<file path="config.mk">
export PLATFORM = sky130hd
export DESIGN_NAME = parking_session_ctrl
export DESIGN_NICKNAME = d
export VERILOG_FILES = /design/src/rtl/parking_session_ctrl.sv
export SDC_FILE = /design/constraint.sdc
export NUM_CORES = 1
export LEC_CHECK = 0
export CAP_MARGIN = 5
export CORE_MARGIN = 2
export CORE_UTILIZATION = 50
export CTS_BUF_LIST = sky130_fd_sc_hd__clkbuf_16
export DETAILED_ROUTE_END_ITERATION = 10
export GPL_ROUTABILITY_DRIVEN = 0
export GPL_TIMING_DRIVEN = 0
export PLACE_DENSITY = 0.86
export SLEW_MARGIN = 20
export SYNTH_ARGS = -nofsm -noshare
export SYNTH_HDL_FRONTEND = slang
export SYNTH_SLANG_ARGS = --single-unit
</file>
<file path="constraint.sdc">
create_clock -name clk -period 1.83 [get_ports clk]
set_clock_uncertainty 0.1 [all_clocks]
set_input_delay 0.2745 -clock clk [delete_from_list [all_inputs] [get_ports clk]]
set_output_delay 0.2745 -clock clk [all_outputs]
set_load 0.02 [all_outputs]
</file>
<file path="src/rtl/parking_session_ctrl.sv">
// parking_session_ctrl: session sequencer for one parking bay.
// Flow: IDLE -> PARKED (counting) -> BILLING (frozen bill) -> GATE (timed gate pulse) -> IDLE.
// A payment timeout in BILLING returns to PARKED, and counting resumes from the frozen value.
// Optional build macro FREE_GRACE_EN: an exit below GRACE counts skips BILLING and opens the gate directly.
module parking_session_ctrl #(
    parameter int CNT_W     = 21,
    parameter int MAX_COUNT = 7799,
    parameter int GATE_HOLD = 50,
    parameter int PAY_TMO   = 1000,
    parameter int GRACE     = 600
) (
    input  logic             clk,
    input  logic             rst,
    input  logic             tick,
    input  logic             car_in,
    input  logic             car_out,
    input  logic             pay_ok,
    output logic [CNT_W-1:0] counterp,
    output logic             count_en,
    output logic             bill_valid,
    output logic             gate_open,
    output logic [1:0]       state_o
);

    typedef enum logic [1:0] {
        IDLE    = 2'd0,
        PARKED  = 2'd1,
        BILLING = 2'd2,
        GATE    = 2'd3
    } state_t;

    localparam int HOLD_W = (GATE_HOLD > 1) ? $clog2(GATE_HOLD) : 1;
    localparam int TMO_W  = (PAY_TMO > 1) ? $clog2(PAY_TMO) : 1;

`ifdef FREE_GRACE_EN
    localparam bit FREE_EN = 1'b1;
`else
    localparam bit FREE_EN = 1'b0;
`endif

    state_t            state;
    logic              car_in_prev;
    logic              car_out_prev;
    logic              car_in_edge;
    logic              car_out_edge;
    logic [HOLD_W-1:0] hold_cnt;
    logic [TMO_W-1:0]  tmo_cnt;
    logic [CNT_W-1:0]  count_inc;
    logic              grace_exit;

    assign car_in_edge  = car_in & ~car_in_prev;
    assign car_out_edge = car_out & ~car_out_prev;
    assign state_o      = state;

    // Short stays may leave for free; folds to 0 when the grace feature is not built in.
    assign grace_exit = FREE_EN && (counterp < CNT_W'(GRACE));

    // Next elapsed count, saturating at the last billable value instead of wrapping.
    always_comb begin
        count_inc = counterp;
        if (counterp != CNT_W'(MAX_COUNT)) begin
            count_inc = counterp + CNT_W'(1);
        end
    end

    // Previous sensor levels for rising-edge detection.
    always_ff @(posedge clk or posedge rst) begin
        if (rst) begin
            car_in_prev  <= 1'b0;
            car_out_prev <= 1'b0;
        end else begin
            car_in_prev  <= car_in;
            car_out_prev <= car_out;
        end
    end

    // Session FSM; outputs are registered and change together with the state.
    always_ff @(posedge clk or posedge rst) begin
        if (rst) begin
            state      <= IDLE;
            counterp   <= '0;
            count_en   <= 1'b0;
            bill_valid <= 1'b0;
            gate_open  <= 1'b0;
            hold_cnt   <= '0;
            tmo_cnt    <= '0;
        end else begin
            case (state)
                IDLE: begin
                    // car_in wins over a simultaneous car_out, which is simply dropped
                    if (car_in_edge) begin
                        state    <= PARKED;
                        counterp <= '0;
                        count_en <= 1'b1;
                    end
                end
                PARKED: begin
                    // a tick coinciding with the exit request is still counted
                    if (tick) begin
                        counterp <= count_inc;
                    end
                    if (car_out_edge) begin
                        count_en <= 1'b0;
                        if (grace_exit) begin
                            state     <= GATE;
                            gate_open <= 1'b1;
                            hold_cnt  <= HOLD_W'(GATE_HOLD - 1);
                        end else begin
                            state      <= BILLING;
                            bill_valid <= 1'b1;
                            tmo_cnt    <= '0;
                        end
                    end
                end
                BILLING: begin
                    // payment takes priority over a timeout landing in the same cycle
                    if (pay_ok) begin
                        state      <= GATE;
                        bill_valid <= 1'b0;
                        gate_open  <= 1'b1;
                        hold_cnt   <= HOLD_W'(GATE_HOLD - 1);
                    end else if (tick) begin
                        if (tmo_cnt == TMO_W'(PAY_TMO - 1)) begin
                            state      <= PARKED;
                            bill_valid <= 1'b0;
                            count_en   <= 1'b1;
                        end else begin
                            tmo_cnt <= tmo_cnt + TMO_W'(1);
                        end
                    end
                end
                GATE: begin
                    // hold_cnt runs GATE_HOLD-1 down to 0, giving GATE_HOLD cycles of gate_open
                    if (hold_cnt == '0) begin
                        state     <= IDLE;
                        gate_open <= 1'b0;
                        counterp  <= '0;
                    end else begin
                        hold_cnt <= hold_cnt - HOLD_W'(1);
                    end
                end
                default: begin
                    state <= IDLE;
                end
            endcase
        end
    end

endmodule
</file>
==> summary.txt <==
Final layout
  • Nets@finish: 380
  • Layout cell share with drive strength beyond 1: 31.8%
  • FF/Latch Area: 0.00111 mm2
  • Fill cell count: 312
  • Area of the multi-input gates: 0.00159 mm2
  • Final instance area: 0.00372 mm2
  • Synth-to-Final Area Change: 43.4%
  • Antenna diodes: 0
  • Non-filler instance count after layout: 441

Timing
  • FMAX: 0.508 GHz
  • RSZ-0062 raised after global routing: true
  • Worst-margin pin slew: 0.503 ns
  • Final Cycle Share: 108%
  • Hold Vio Cnt, Final: 0
  • Worst hold slack: 0.186 ns
  • Fin. max-slew vios: 0
  • Worst setup margin: -0.140 ns
  • Slew margin rel.: 66.5%
  • Endpoints failing setup: 20
  • Final Critical Period: 1.97 ns

Critical path
  • Crit end category: register
  • Arr. time, crit path: 2.04 ns
  • CP required: 1.90 ns
  • Crit Path Max Fanout: 8
  • Reg2Reg Depth: 6
  • Crit. Startpoint: counterp[3]
  • Worst setup path end: counterp[13]
  • Setup CP Type: register to register
  • Reg2reg start: counterp[3]
  • Worst R2R End: counterp[13]
  • Setup slack, reg-to-reg: -0.14 ns
  • Startpoint Class: register

Clocking
  • Clk Latency, worst-skew pair: 0.29 ns
  • Clock tree sinks: 44
  • H-tree depth: 2
  • Clock buffer count from CTS: 5
  • Max Buffers Root-to-Sink: 2
  • CTS Root Cell: clkbuf_16
  • CTS tree: yes
  • Clock transition at the registers of the reported paths: 0.06 ns

Global routing
  • First-pass GRT wire length: 12300 um
  • Initial antenna violation count: 0
  • Grt ovf: 0
  • Vias in the first global route: 2628
  • Gr usage total: 26.2%
  • Largest net degree at the start of global routing: 30

Synth
  • Synth unique cells: 71
  • Register area share after synthesis: 42.5%
  • Synth top cells by count: dfrtp_1 (44), nand2_1 (42), o21ai_0 (25)
  • Synth Cell Area: 0.00259 mm2
  • Post-synth top area share: 42.5%
  • Post-synthesis async set-or-reset flop share: 100%
  • Syn_area_per_cell: 8.94 um2
  • Post-Synthesis Cells: 290
  • Synth Warn #: 0
  • Syn Nets: 300
  • Most used flip-flop cell after synthesis: dfrtp_1
  • EDFF count, synth: 0
  • #FFs+latches synth: 44
  • Top cells by area, synth: dfrtp_1 (42%), nand2_1 (6.1%), o21ai_0 (4.8%)
  • Synth area leader: dfrtp_1
  • Most frequent cell after synthesis: dfrtp_1

Detailed routing
  • Avg Vias per Cell: 6.31
  • Wire per inst: 18.3 um
  • Routed WL: 8090 um
  • Drt pass-1 iters: 5
  • 1st-iter DRT viols: 312
  • DRC: 0
  • Vias: 2783
  • Post-route ant nets: 0

Die
  • Core Footprint: 0.00504 mm2
  • # IOs: 32
  • Die area: 0.00578 mm2
  • Row cnt: 26
  • Initial Utilization: 51.4%
  • Width of the die: 76.0 um
  • Die H: 76.0 um

Power and ir drop
  • Leak: 1.55 nW
  • PD cells: 1240 mW/mm2
  • Peak supply drop: 0.928 mV
  • Final Total Pwr: 4.62 mW

Placed design
  • # placed instances: 391
  • Placed Area: 0.00301 mm2
  • Port Buffer Count: 30
  • Placed wire-length estimate: 4550 um

Worst hold path
  • Worst hold path class: primary input to async pin

Outcome
  • Failing checks: setup timing
  • Status: finished with violations

Job
  • MaxCap Viol Count: 0
-- cell usage in the layout, fill, tap and decap left out, drive strengths merged, types with 3 or more instances in the layout --
cell and n:
buf 54, dfrtp 44, nand2 42, clkdlybuf4s50 27, o21ai 26, nor2 21, nand3 15, a31oi 15
a21oi 11, inv 9, clkbuf 9, nor3 8, nor4 7, o31ai 6, nand4 5, a41oi 5
and3 5, nor2b 4, nand2b 4, ha 4, o21a 3, dlymetal6s2s 3, and4 3, or2 3
and2 3
-- where the power goes --
| group | internal (mW) | leakage, nW | switching [mW] |
|---|---|---|---|
| Clock | 0.492 | 0.0701 | 0.362 |
| Combinational | 1.05 | 0.925 | 1.29 |
| Sequential | 1.20 | 0.557 | 0.236 |
-- area by class of cell --
cell class	count	share of cell area, %
Buffer	12	2.26
Clock buffer	5	3.37
Timing Repair Buffer	76	18.3
Inverter	8	0.808
Clock inverter	3	0.303
Multi-Input combinational cell	223	42.7
Sequential cell	44	29.9
Tap cell	70	2.36
-- what timing repair did --
action / in CTS / in global routing
setup endpoints to repair: 32 / 36
hold buffers: 0 / 0
pin swaps: 7 / 17
cloned: 1 / 0
endpoints found under the hold margin: 0 / 0
gates resized for setup: 27 / 38
buffers inserted: 26 / 18
-- critical path, cell delays in order, from the launching register on --
cell	delay [ns]
dfrtp_1	0.50
and4_1	0.25
clkbuf_1	0.25
nand3_1	0.20
nor2_1	0.19
o21bai_1	0.10
a22o_2	0.26
-- layer usage --
| layer | track usage [%] | wire length (um) |
|---|---|---|
| met5 | 0 | 0 |
| met4 | 12.4 | 313 |
| met1 | 30.0 | 3090 |
| met2 | 48.2 | 4190 |
| met3 | 3.79 | 499 |
-- logic make-up (layout without fill, tap and decap cells) --
kind of cell,Yosys count,in the layout,share of synthesized area [%]
compound gates,88,88,22.9
xor+xnor,2,2,0.676
fa+ha+maj,4,4,1.93
buf+inv,23,104,4.92
flops,44,44,42.5
mux,2,2,0.820
simple gates,127,127,26.3
-- worst min path at each step --
stage	slack (ns)	end	start
CTS	0.20	counterp[15]	rst
floorplan	0.21	car_in_prev	car_in
global route	0.23	counterp[20]	rst
global placement	0.36	hold_cnt[4]	hold_cnt[4]
detailed placement	0.37	hold_cnt[4]	hold_cnt[4]
finish	0.19	counterp[20]	rst
-- registers in the layout, summed over array words and instances, names as in the netlist --
name / count
bill_valid: 1
car_in_prev: 1
car_out_prev: 1
count_en: 1
counterp: 21
gate_open: 1
hold_cnt: 6
state_o: 2
tmo_cnt: 10
-- through the flow --
step                utilization (%)  setup slack (ns)  TNS (ns)
finish                         73.7            -0.140     -1.11
global route                   73.7            -0.232     -2.50
CTS                            68.6            -0.132     -1.03
detailed placement             59.8            -0.486     -8.91
global placement               59.4            -0.575    -27.71
floorplan                         -           -0.0688    -0.509
Note: power is estimated with default switching activity, not from simulation.
